File: src/rtl/spi_reg_slave_if.sv
// Bus bundle for spi_reg_slave: serial SPI pins plus the local register port.
interface spi_reg_slave_if;
   logic       i_sclk;
   logic       i_csn;
   logic       i_mosi;
   logic       o_miso;
   logic       o_miso_oe;
   logic [3:0] i_address;
   logic [7:0] i_data;
   logic       i_wr;
   logic       i_rd;
   logic [7:0] o_data;
   logic       o_spi_wr;
   logic [3:0] o_spi_wr_addr;

   modport slave (
      input  i_sclk, i_csn, i_mosi, i_address, i_data, i_wr, i_rd,
      output o_miso, o_miso_oe, o_data, o_spi_wr, o_spi_wr_addr
   );

   modport master (
      output i_sclk, i_csn, i_mosi, i_address, i_data, i_wr, i_rd,
      input  o_miso, o_miso_oe, o_data, o_spi_wr, o_spi_wr_addr
   );
endinterface

File: src/rtl/spi_reg_slave.sv
// SPI (CPOL=1/CPHA=1) slave onto a 16 x 8 register file with a local read/write port.
// state  | meaning
// S_IDLE | deselected, waiting for csn falling
// S_CMD  | shifting in the command byte
// S_DATA | shifting data in (write) and out on miso (read)
// S_DONE | frame complete, sclk ignored until csn rises
module spi_reg_slave #(
   parameter int OVS_MIN   = 8,
   parameter bit LSB_FIRST = 1'b0
) (
   input  logic           i_ck,
   input  logic           i_rstn,
   spi_reg_slave_if.slave bus
);

   // Synchronizer plus edge compare costs three cycles; each sclk level must outlast that.
   if (OVS_MIN < 4) begin : g_ovs_check
      $error("spi_reg_slave: OVS_MIN must be at least 4");
   end

   typedef enum logic [1:0] {S_IDLE, S_CMD, S_DATA, S_DONE} state_t;

   state_t     state_q, state_d;

   logic       sclk_s1, sclk_s2, sclk_s3;
   logic       csn_s1, csn_s2, csn_s3;
   logic       mosi_s1, mosi_s2;
   logic       sclk_rise, sclk_fall, csn_fall;

   logic [2:0] bit_cnt;
   logic [6:0] rx_shift;
   logic [7:0] tx_shift;
   logic       cmd_rw;
   logic [3:0] cmd_idx;
   logic       miso_q;
   logic       oe_q;
   logic [7:0] regs [16];
   logic [7:0] data_q;
   logic       spi_wr_q;
   logic [3:0] spi_wr_addr_q;

   logic       clear, shift_en, cmd_done, data_done, tx_en, spi_wr;
   logic [7:0] rx_msb, rx_byte, rd_word, tx_load;

   function automatic logic [7:0] rev8(input logic [7:0] v);
      logic [7:0] r;
      for (int k = 0; k < 8; k++) r[k] = v[7-k];
      return r;
   endfunction

   always_ff @(posedge i_ck or negedge i_rstn) begin
      if (!i_rstn) begin
         sclk_s1 <= 1'b1;
         sclk_s2 <= 1'b1;
         sclk_s3 <= 1'b1;
         csn_s1  <= 1'b1;
         csn_s2  <= 1'b1;
         csn_s3  <= 1'b1;
         mosi_s1 <= 1'b0;
         mosi_s2 <= 1'b0;
      end else begin
         sclk_s1 <= bus.i_sclk;
         sclk_s2 <= sclk_s1;
         sclk_s3 <= sclk_s2;
         csn_s1  <= bus.i_csn;
         csn_s2  <= csn_s1;
         csn_s3  <= csn_s2;
         mosi_s1 <= bus.i_mosi;
         mosi_s2 <= mosi_s1;
      end
   end

   assign sclk_rise = sclk_s2 & ~sclk_s3;
   assign sclk_fall = ~sclk_s2 & sclk_s3;
   assign csn_fall  = ~csn_s2 & csn_s3;

   // Shifting is always MSB-first internally; bit order is fixed up at the serial boundary.
   assign rx_msb  = {rx_shift, mosi_s2};
   assign rx_byte = LSB_FIRST ? rev8(rx_msb) : rx_msb;
   assign rd_word = regs[rx_byte[3:0]];
   assign tx_load = LSB_FIRST ? rev8(rd_word) : rd_word;

   always_ff @(posedge i_ck or negedge i_rstn) begin
      if (!i_rstn) state_q <= S_IDLE;
      else         state_q <= state_d;
   end

   always_comb begin
      state_d   = state_q;
      clear     = 1'b0;
      shift_en  = 1'b0;
      cmd_done  = 1'b0;
      data_done = 1'b0;
      tx_en     = 1'b0;
      case (state_q)
         S_IDLE: begin
            if (csn_fall) begin
               state_d = S_CMD;
               clear   = 1'b1;
            end
         end
         S_CMD: begin
            if (sclk_rise) begin
               shift_en = 1'b1;
               if (bit_cnt == 3'd7) begin
                  cmd_done = 1'b1;
                  state_d  = S_DATA;
               end
            end
         end
         S_DATA: begin
            if (sclk_fall && cmd_rw) tx_en = 1'b1;
            if (sclk_rise) begin
               shift_en = 1'b1;
               if (bit_cnt == 3'd7) begin
                  data_done = 1'b1;
                  state_d   = S_DONE;
               end
            end
         end
         S_DONE: ;
         default: state_d = S_IDLE;
      endcase
      // Deselect aborts whatever is in flight; nothing partial may commit.
      if (csn_s2 && state_q != S_IDLE) begin
         state_d   = S_IDLE;
         clear     = 1'b0;
         shift_en  = 1'b0;
         cmd_done  = 1'b0;
         data_done = 1'b0;
         tx_en     = 1'b0;
      end
   end

   assign spi_wr = data_done & ~cmd_rw;

   always_ff @(posedge i_ck or negedge i_rstn) begin
      if (!i_rstn) begin
         bit_cnt       <= '0;
         rx_shift      <= '0;
         tx_shift      <= '0;
         cmd_rw        <= 1'b0;
         cmd_idx       <= '0;
         miso_q        <= 1'b0;
         oe_q          <= 1'b0;
         data_q        <= '0;
         spi_wr_q      <= 1'b0;
         spi_wr_addr_q <= '0;
      end else begin
         if (clear) begin
            bit_cnt  <= '0;
            rx_shift <= '0;
         end else if (shift_en) begin
            bit_cnt  <= bit_cnt + 3'd1;
            rx_shift <= rx_msb[6:0];
         end

         if (clear) begin
            cmd_rw  <= 1'b0;
            cmd_idx <= '0;
         end else if (cmd_done) begin
            cmd_rw  <= rx_byte[7];
            cmd_idx <= rx_byte[3:0];
         end

         if (clear)         tx_shift <= '0;
         else if (cmd_done) tx_shift <= rx_byte[7] ? tx_load : 8'h00;
         else if (tx_en)    tx_shift <= {tx_shift[6:0], 1'b0};

         if (tx_en)                  miso_q <= tx_shift[7];
         else if (state_q != S_DATA) miso_q <= 1'b0;

         oe_q     <= ~csn_s2;
         spi_wr_q <= spi_wr;
         if (spi_wr)     spi_wr_addr_q <= cmd_idx;
         if (bus.i_rd)   data_q        <= regs[bus.i_address];
      end
   end

   // SPI commit is applied after the local write so it wins on an index collision.
   always_ff @(posedge i_ck or negedge i_rstn) begin
      if (!i_rstn) begin
         for (int k = 0; k < 16; k++) regs[k] <= '0;
      end else begin
         if (bus.i_wr) regs[bus.i_address] <= bus.i_data;
         if (spi_wr)   regs[cmd_idx]       <= rx_byte;
      end
   end

   assign bus.o_miso        = miso_q;
   assign bus.o_miso_oe     = oe_q;
   assign bus.o_data        = data_q;
   assign bus.o_spi_wr      = spi_wr_q;
   assign bus.o_spi_wr_addr = spi_wr_addr_q;

endmodule
File: src/flat_wrapper.sv
// flat-port wrapper written by rule: the top's interface ports become plain ports
module spi_reg_slave_flat 
#(
   parameter int OVS_MIN   = 8,
   parameter bit LSB_FIRST = 1'b0
)
  (i_ck, i_rstn, bus_i_sclk, bus_i_csn, bus_i_mosi, bus_i_address, bus_i_data, bus_i_wr, bus_i_rd, bus_o_miso, bus_o_miso_oe, bus_o_data, bus_o_spi_wr, bus_o_spi_wr_addr);
  spi_reg_slave_if bus_i ();
  input  logic i_ck;
  input  logic i_rstn;
  input wire logic [$bits(bus_i.i_sclk)-1:0] bus_i_sclk;
  input wire logic [$bits(bus_i.i_csn)-1:0] bus_i_csn;
  input wire logic [$bits(bus_i.i_mosi)-1:0] bus_i_mosi;
  input wire logic [$bits(bus_i.i_address)-1:0] bus_i_address;
  input wire logic [$bits(bus_i.i_data)-1:0] bus_i_data;
  input wire logic [$bits(bus_i.i_wr)-1:0] bus_i_wr;
  input wire logic [$bits(bus_i.i_rd)-1:0] bus_i_rd;
  output wire logic [$bits(bus_i.o_miso)-1:0] bus_o_miso;
  output wire logic [$bits(bus_i.o_miso_oe)-1:0] bus_o_miso_oe;
  output wire logic [$bits(bus_i.o_data)-1:0] bus_o_data;
  output wire logic [$bits(bus_i.o_spi_wr)-1:0] bus_o_spi_wr;
  output wire logic [$bits(bus_i.o_spi_wr_addr)-1:0] bus_o_spi_wr_addr;
  assign bus_i.i_sclk = bus_i_sclk;
  assign bus_i.i_csn = bus_i_csn;
  assign bus_i.i_mosi = bus_i_mosi;
  assign bus_i.i_address = bus_i_address;
  assign bus_i.i_data = bus_i_data;
  assign bus_i.i_wr = bus_i_wr;
  assign bus_i.i_rd = bus_i_rd;
  assign bus_o_miso = bus_i.o_miso;
  assign bus_o_miso_oe = bus_i.o_miso_oe;
  assign bus_o_data = bus_i.o_data;
  assign bus_o_spi_wr = bus_i.o_spi_wr;
  assign bus_o_spi_wr_addr = bus_i.o_spi_wr_addr;
  spi_reg_slave #(.OVS_MIN(OVS_MIN), .LSB_FIRST(LSB_FIRST)) u_core (.i_ck(i_ck), .i_rstn(i_rstn), .bus(bus_i));
endmodule
File: config.mk
export PLATFORM = sky130hd
export DESIGN_NAME = spi_reg_slave_flat
export DESIGN_NICKNAME = d
export VERILOG_FILES = /design/src/rtl/spi_reg_slave_if.sv /design/src/rtl/spi_reg_slave.sv /design/src/flat_wrapper.sv
export SDC_FILE = /design/constraint.sdc
export NUM_CORES = 1
export LEC_CHECK = 0
export ABC_AREA = 1
export CAP_MARGIN = 0
export CORE_ASPECT_RATIO = 0.8
export CORE_MARGIN = 3
export CORE_UTILIZATION = 55
export DETAILED_ROUTE_END_ITERATION = 8
export PLACE_DENSITY = 0.8
export RECOVER_POWER = 100
export SLEW_MARGIN = 20
export SYNTH_ARGS = -nofsm -noshare
export SYNTH_HDL_FRONTEND = slang
export SYNTH_SLANG_ARGS = --single-unit
File: constraint.sdc
create_clock -name i_ck -period 2.5 [get_ports i_ck]
set_input_delay 0.25 -clock i_ck [delete_from_list [all_inputs] [get_ports i_ck]]
set_output_delay 0.25 -clock i_ck [all_outputs]
set_load 0.1 [all_outputs]
# [Yosys cells after proc, flatten, opt, wreduce, memory -nomap -nowiden]
# Cells that the tools add are included.
[totals] regBits=176 mem_bits_rw=0 memories=0 mem_bits_ro=0 output_inout_bits=15 wordCells=124 latchBits=0 in_bits=19
[op_classes] order_cmp=5 shifts=0 div=0 eq_ne=9 n_mux=50 reduce_logical=13 n_mul=0 bitwise_logic=11 add_sub_neg=1
[op_table] operator="$bwmux W128" count=2
[op_table] operator="$mux W128" count=2
[op_table] operator="$mux W8" count=10
[op_table] operator="$bmux W8 S4" count=2
[op_table] operator="$demux W8 S4" count=2
[op_table] operator="$mux W1" count=19
[op_table] operator="$ge A5 B5 Y1 const B" count=3
[op_table] operator="$ne A3 B1 Y1 const B" count=5
[op_table] operator="$not A4 Y5" count=3
[op_table] operator="$mux W7" count=2
[op_table] operator="$mux W2" count=6
[op_table] operator="$lt A5 B1 Y1 const B" count=2
[op_table] operator="$mux W4" count=2
[op_table] operator="$reduce_bool A2 Y1" count=4
[op_table] operator="$mux W3" count=2
[op_table] operator="$pmux W2 S3" count=1
[op_table] operator="$reduce_and A6 Y1" count=1
[op_table] operator="$and A1 B1 Y1" count=4
[op_table] operator="$logic_and A1 B1 Y1" count=4
[op_table] operator="$not A1 Y1" count=4
[op_table] operator="$reduce_bool A4 Y1" count=1
[op_table] operator="$add A3 B1 Y3 const B" count=1
[op_table] operator="$eq A3 B3 Y1 const B" count=1
[op_table] operator="$reduce_bool A3 Y1" count=1
[op_table] operator="other kinds (5)" count=5

# [Logic depth before layout (Yosys ltp)]
# Gate-level depths: netlist of run 1.
[depth] ltp_word=9 depth_mapped=12 mapped_depth_nobuf=11

# [Worst setup path after synthesis of run 1]
# No wires, ideal clock.
[synth_timing] path_kind="register to register" start="reg u_core.state_q[1]" end="reg u_core.rx_shift[3]" slack_ps=711 stages_incl_launch_ff=11 period_less_slack_ps=1789 path_buffers=1 required_ps=2371 t_arrival_ps=1661 setup_ps=129 cell_sequence="dfrtp_1 inv_1 ha_1 inv_1 nor3_1 inv_1 clkbuf_1 nand2_1 inv_1 nand2_1 o21ai_0"
[synth_via] elab_chain_len=5 elab_cells_between_ends=12 cone_classes="eq/ne (2); mux (5); reduce/logical (5)"
[synth_rtl] element="start, declared" line_no="spi_reg_slave.sv:23" text="state_t state_q, state_d;"
[synth_rtl] element="start signal, assigned" line_no="spi_reg_slave.sv:85" text="else state_q <= state_d;"
[synth_rtl] element="$eq A2 B1 Y1 / $eq A2 B2 Y1 (equally long branches)" line_no="spi_reg_slave.sv:95" text="case (state_q)"
[synth_rtl] element="$reduce_or A2 Y1 (no source line)"
[synth_rtl] element="$mux W1"
[synth_rtl] element="$mux W1" line_no="spi_reg_slave.sv:125" text="if (csn_s2 && state_q != S_IDLE) begin"
[synth_rtl] element="$reduce_bool A2 Y1 (no source line)"
[synth_rtl] element="end signal, assigned" line_no="spi_reg_slave.sv:155" text="rx_shift <= rx_msb[6:0];"
[synth_rtl] element="end, declared" line_no="spi_reg_slave.sv:31" text="logic [6:0] rx_shift;"
# Parallel ways exist; a longest one is shown, timed or not.
# A chain may end at the register's enable or synchronous reset.

# [Final worst setup path of run 1]
[layout_timing] start="reg u_core.state_q[1]" end="reg u_core.regs[75] (netlist name)"
[layout_via] elab_chain_len=5 elab_cells_between_ends=7 cone_classes="eq/ne (1); mux (3); bitwise (1); reduce/logical (2)"
[layout_rtl] element="$eq A2 B2 Y1 / $reduce_bool A2 Y1 (equally long branches)" line_no="spi_reg_slave.sv:95, spi_reg_slave.sv:125"
[layout_rtl] element="$mux W1 / $logic_and A1 B1 Y1 (equally long branches)" line_no="spi_reg_slave.sv:95, spi_reg_slave.sv:125"
[layout_rtl] element="$mux W1 (*)" line_no="spi_reg_slave.sv:125"
[layout_rtl] element="$and A1 B1 Y1 (*)" line_no="spi_reg_slave.sv:135" text="assign spi_wr = data_done & ~cmd_rw;"
[layout_rtl] element="$mux W128 (*)" line_no="spi_reg_slave.sv:186" text="if (spi_wr) regs[cmd_idx] <= rx_byte;"
[layout_rtl] element="end signal, assigned by index" line_no="spi_reg_slave.sv:185" text="if (bus.i_wr) regs[bus.i_address] <= bus.i_data;"
[layout_rtl] element="end signal, assigned by index" line_no="spi_reg_slave.sv:186"
[layout_rtl] element="end, declared" line_no="spi_reg_slave.sv:37" text="logic [7:0] regs [16];"
# Mark *: on every way between the ends. The rest lies on a longest branch, timed or not.

==> results_dict.tcl, run 1 <==
set metrics [dict create \
    outcome "complete, no violations" \
    end_kind "flip-flop" \
    grt_max_degree 65 \
    detail_route.vias_per_cell 6.04 \
    max_freq_mhz 435 \
    clock-sinks 176 \
    hpwlAfterDp_um 23300 \
    netlist.area_leader.share 0.402 \
    route.top_layer_used "met4" \
    core.rowCount 44 \
    wire_length_of_the_first_global_routing_pass_um 56000 \
    insertedDiodeCount 0 \
    final_net_count 1549 \
    holdBufCountCts 1 \
    crit_required_ps 2780 \
    insertion_delay_ps 460 \
    number_of_hold_violations_in_the_final_report 0 \
    crit_path_frequent_cell "clkbuf_2" \
    fin_crit_sh 0.919 \
    clock_path_buffers 2 \
    drt_iter0_drc 1989 \
    route.met2.wl_um 14600 \
    critPathMaxStageDelay_ps 410 \
    clock-skew-final_ps 17.1 \
    placedCellCount 1757 \
    finalCriticalPeriod_ps 2300 \
    min-delay-start "bus_i_csn" \
    rr_startpoint "u_core.state_q[1]" \
    worst_pin_slew_ps 1410 \
    tritoncts.num_buffers 17 \
    cell_leakage_power_nw 5.78 \
    final_core_util 0.631 \
    ys_warn_count 0 \
    routed-wl-met3_um 5620 \
    clockRootBuffer "clkbuf_16" \
    synth_area_per_cell_um2 7.00 \
    htreeDepth 4 \
    peakVddDrop_v 0.000487 \
    synthesis.nets 1538 \
    detail-route-antenna-nets 0 \
    slew_violations 0 \
    ratio_of_cells_with_drive_above_1_in_the_final_layout 0.0787 \
    critPathBufInv 4 \
    synthDominantAreaCellType "dfrtp_1" \
    critical_path_arrival_ps 2580 \
    die-area_um2 21000 \
    gp_congestion 0.998 \
    synth.ff_latch_count 176 \
    clock_tree_from_tritoncts "done" \
    vias 10800 \
    synth.top_cells.by_area "dfrtp_1 40%, nand2_1 19%, o21ai_0 13%, nand3_1 5.2%, inv_1 4.9%" \
    crit_path_cell_trace "inv_1, ha_1, nor2_1, nor2_4, nand3_4, inv_4, clkbuf_2, nand3_1, clkbuf_2, o21ai_0" \
    floorplan.die.height_um 130 \
    synthDistinctLibCells 28 \
    rsz_0062_raised_after_global_routing "no" \
    io-pin-count 34 \
    instances_no_fill 1790 \
    clk_pin_slew_ps 90 \
    finalSetupViolations 0 \
    area_growth_pct 10.3 \
    cap_violations 0 \
    worst_slew_margin_rel 0.0570 \
    globalRouteTotalUtil 0.345 \
    initial_utilization 0.572 \
    antenna_violations_before_repair 0 \
    critPathLaunch "u_core.state_q[1]" \
    final_setup_tns_ps 0 \
    totalPowerFinal_mw 10.0 \
    port-buffer-count 33 \
    core-area_um2 18500 \
    standard_cell_with_the_maximum_stage_delay_on_the_critical_path "dfrtp_1" \
    postSynthCellCount 1513 \
    chipWidth_um 161 \
    delay_heaviest_family_cp "buffers and inverters" \
    drt_pre_antenna_iters 6 \
    routedLengthMet1_um 14000 \
    drt-wirelength-per-cell_um 19.9 \
    worst_hold_slack_ps 328 \
    ctsResizeCount 0 \
    power_density_nw_per_um2 859 \
    worstSetupStartpointType "flip-flop" \
    post_syn_area_um2 10600 \
    largest_driver_fanout_on_the_critical_path 16 \
    cp_class "reg2reg" \
    type_of_the_tightest_min_delay_check "in2reg" \
    grt_pass1_vias 10100 \
    synth_sequential_area_ratio 0.417 \
    detail_route.wirelength_um 35700 \
    gr-total-overflow 0 \
    drcViolationCount 0 \
    post_cts_setup_repair_buffer_count 0 \
]
registers in the layout, indices dropped and copies added (netlist names), 2 cells and up:
name / cells
u_core.rx_shift: 7
u_core.regs: 128
u_core.bus.o_spi_wr_addr: 4
u_core.tx_shift: 8
u_core.cmd_idx: 4
u_core.bit_cnt: 3
u_core.state_q: 2
u_core.bus.o_data: 8
per-stage QoR:
stage,setup slack [ps],cell area (µm²)
3_3_place_gp,366,11200
3_5_place_dp,362,11200
5_1_grt,55.4,11700
2_1_floorplan,711,10600
6_report,203,11700
4_1_cts,354,11800
layout make-up:
type	count	area [µm²]
fill	1672	6830
multi-input combinational	1104	5140
sequential	176	4410
timing repair buffer	80	616
inverter	145	547
clock buffer	17	425
tap	253	317
clock inverter	15	211
kinds of logic after synthesis:
family,after synthesis,share of synthesized area
AOI/OAI and AO/OA,367,0.190
adders and majority gates,6,0.00709
buffers and inverters,233,0.0932
DFF,176,0.417
and+or+nand+nor,731,0.293
cells in the mapped netlist:
| master | instances |
|---|---|
| clkbuf_1 | 42 |
| dfstp_2 | 6 |
| nand3_2 | 6 |
| nor2_2 | 3 |
| nand2_2 | 9 |
| buf_6 | 10 |
| buf_2 | 27 |
| a22oi_1 | 64 |
| nand3_1 | 111 |
| buf_1 | 9 |
| nor2_4 | 11 |
| a21oi_1 | 6 |
| nor3_2 | 1 |
| nand2_1 | 531 |
| inv_4 | 1 |
| inv_1 | 139 |
| nand3_4 | 4 |
| dfrtp_1 | 170 |
| o211ai_1 | 2 |
| a31oi_1 | 3 |
| nor2_1 | 49 |
| o21ai_0 | 267 |
| o21ai_1 | 25 |
| clkinv_1 | 1 |
| ha_1 | 6 |
| nor3_1 | 3 |
| or2_2 | 3 |
| inv_2 | 4 |
layout by cell type (no fill, tap or decap), drive strengths merged:
| cell type | instances |
|---|---|
| nand2 | 540 |
| o21ai | 292 |
| dfrtp | 170 |
| inv | 149 |
| nand3 | 121 |
| a22oi | 64 |
| nor2 | 63 |
| clkbuf | 41 |
| buf | 38 |
| clkdlybuf4s50 | 13 |
| clkinv | 11 |
| a21oi | 6 |
| ha | 6 |
| dfstp | 6 |
| dlygate4sd3 | 5 |
| nor3 | 4 |
| a31oi | 3 |
| or2 | 3 |
| o211ai | 2 |
worst paths after layout:
path / end / slack, ps / cells after the start
setup / recovery: u_core.regs[75] / 200 / 10
hold / removal: u_core.csn_s1 / 330 / 1
setup reg to reg: u_core.regs[75] / 200 / 10
hold reg to reg: u_core.mosi_s2 / 360 / 0
max in group asynchronous: u_core.regs[124] / 370 / 3
min in group asynchronous: u_core.regs[9] / 670 / 2
per-layer routing:
metal | vias to the layer above | global-route usage
met5 | - | 0
met4 | 0 | 0.141
met3 | 130 | 0.119
met2 | 789 | 0.505
met1 | 4959 | 0.473
li1 | 4930 | -
power by group:
part	switching, mW	leakage [nW]	total [mW]	internal (mW)
clock	1.43	0.304	2.82	1.38
combinational	2.20	3.35	3.27	1.07
sequential	0.499	2.13	3.94	3.44
(Power assumes the default switching activity.)
==> run 2, diff against run 1 <==
--- a/config.mk
+++ b/config.mk
@@ -13,6 +13,7 @@
 export DETAILED_ROUTE_END_ITERATION = 8
 export PLACE_DENSITY = 0.8
 export RECOVER_POWER = 100
+export REMOVE_ABC_BUFFERS = 1
 export SLEW_MARGIN = 20
 export SYNTH_ARGS = -nofsm -noshare
 export SYNTH_HDL_FRONTEND = slang
==> run 2 against run 1 <==
  * The run now ends with max-capacitance violations, max-slew violations left
  * Power up 1.2%
  * Sequential share of layout area about the same
  * Fmax up 1.6%
  * Clock skew down 6.6 ps
  * Clock power down 2%
  * Non-clock buffer count down 1
  * Count of clock-buffer cells in the layout up 2
  * Global-route usage up 0.62 points
  * Sequential power about the same
  * Highest routed layer unchanged
==> results_dict.tcl, run 2 (synthesis gave the netlist of run 1 again) <==
set metrics [dict create \
    critPathLaunch "u_core.state_q[1]" \
    finalWorstSetupSlack_ps 240 \
    tritoncts.num_buffers 17 \
    final_setup_tns_ps 0 \
    core.rowCount 44 \
    insertion_delay_ps 440 \
    peakVddDrop_v 0.000435 \
    gr-total-overflow 0 \
    area.sequential_um2 4410 \
    drt-wirelength-per-cell_um 20.1 \
    gp_congestion 1.05 \
    hpwlAfterDp_um 23600 \
    final_net_count 1548 \
    layout_commonest_cell "nand2_1" \
    finalCriticalPeriod_ps 2260 \
    clk_pin_slew_ps 70 \
    globalRouteTotalUtil 0.351 \
    critical_path.reg2reg.endpoint "u_core.regs[72]" \
    wire_length_of_the_first_global_routing_pass_um 56800 \
    io-pin-count 34 \
    chipWidth_um 161 \
    critical_path_arrival_ps 2540 \
    drt_pre_antenna_iters 8 \
    detail-route-antenna-nets 0 \
    die-area_um2 21000 \
    power_density_nw_per_um2 869 \
    ctsResizeCount 0 \
    largest_driver_fanout_on_the_critical_path 16 \
    number_of_hold_violations_in_the_final_report 0 \
    ff2ff_path_depth 9 \
    min-delay-start "bus_i_sclk" \
    clock_path_buffers 2 \
    layout_common_cells "532 x nand2_1, 290 x o21ai_0, 169 x dfrtp_1" \
    clockRootBuffer "clkbuf_16" \
    largest_register_ffs 128 \
    crit_required_ps 2780 \
    type_of_the_tightest_min_delay_check "in2reg" \
    cp_class "reg2reg" \
    final_core_util 0.631 \
    end_kind "flip-flop" \
    fillCellCount 1658 \
    instances_no_fill 1789 \
    initial_utilization 0.572 \
    rr_startpoint "u_core.state_q[1]" \
    core-area_um2 18500 \
    max_freq_mhz 443 \
    cell_leakage_power_nw 5.77 \
    drt_iter0_drc 1736 \
    post_cts_setup_repair_buffer_count 0 \
    clock_tree_from_tritoncts "done" \
    clock-skew-final_ps 10.5 \
    fin_crit_sh 0.904 \
    worst_slew_margin_rel -0.283 \
    insertedDiodeCount 0 \
    failing_checks "max-capacitance violations, max-slew violations" \
    worst_pin_slew_ps 1920 \
    clock-sinks 176 \
    regToRegSetupSlack_ps 240 \
    htreeDepth 4 \
    floorplan.die.height_um 130 \
    cap_violations 1 \
    rsz_0062_raised_after_global_routing "no" \
    routed-wl-met3_um 5470 \
    ratio_of_cells_with_drive_above_1_in_the_final_layout 0.0794 \
    detail_route.vias_per_cell 6.11 \
    area_growth_pct 10.2 \
    grt_max_degree 68 \
    port-buffer-count 33 \
    routedLengthMet1_um 13900 \
    largest_register "u_core.regs" \
    placedCellCount 1756 \
    vias 10900 \
    outcome "finished, violations left" \
    grt_pass1_vias 10200 \
    holdBufCountCts 1 \
    multi_input_logic_area_um2 5170 \
    route.top_layer_used "met4" \
    dp_slack_ps 248 \
    route.met2.wl_um 14800 \
    worstSetupStartpointType "flip-flop" \
    finalSetupViolations 0 \
    antenna_violations_before_repair 0 \
    slew_violations 66 \
    detail_route.wirelength_um 35900 \
    crit_path_to "u_core.regs[72]" \
    drcViolationCount 0 \
]
## run 2: cell types whose count changed in the layout (fill, tap and decap cells not counted), moves of 2 or more
cell | before | now
buf_12 | 4 | 6
clkinv_8 | 9 | 0
inv_6 | 2 | 6
inv_8 | 2 | 0
clkinv_2 | 0 | 2
bufinv_16 | 0 | 2
nand3_1 | 114 | 112
buf_4 | 34 | 32
nor2_1 | 50 | 48
## run 2: worst min-delay path by stage
| stage | slack (ps) | cells after the start | end |
|---|---|---|---|
| finish | 350 | 1 | u_core.sclk_s1 |
| CTS | 200 | 1 | u_core.csn_s1 |
| detailed placement | 310 | 1 | u_core.regs[42] |
| global route | 340 | 1 | u_core.sclk_s1 |
| global placement | 310 | 1 | u_core.regs[42] |
| floorplan | -50 | 0 | u_core.bit_cnt[0] |
## run 2: layout make-up
| type | count | area share |
|---|---|---|
| Inverter | 145 | 0.0469 |
| Timing Repair Buffer | 79 | 0.0545 |
| Tap cell | 253 | 0.0271 |
| Clock buffer | 19 | 0.0380 |
| Clock inverter | 13 | 0.0127 |
| Sequential cell | 176 | 0.378 |
| Multi-Input combinational cell | 1104 | 0.443 |
## run 2: routing by layer
metal / up-vias / track usage
met2: 813 / 0.507
met3: 159 / 0.125
met4: 0 / 0.161
li1: 4925 / -
met5: - / 0
met1: 5028 / 0.478
## run 2: per-stage QoR
step	power, mW	hold slack, ps	cell area, µm²
finish	10.1	347	11700
global route	10.7	336	11700
CTS	10.0	202	11800
detailed placement	7.26	309	11200
global placement	7.17	308	11200
floorplan	5.97	-45.6	10100
## run 2: power breakdown
group,switching (mW),internal [mW]
Sequential,0.524,3.44
Clock,1.24,1.52
Combinational,2.33,1.09
## run 2: critical path, stage by stage (launching register included)
cell and delay, ps:
dfrtp_1 420, inv_1 120, ha_1 220, nor2_2 80, nor2_4 110, nand3_4 130, inv_4 200, nand3_1 470
nor2_1 250, a31oi_1 80
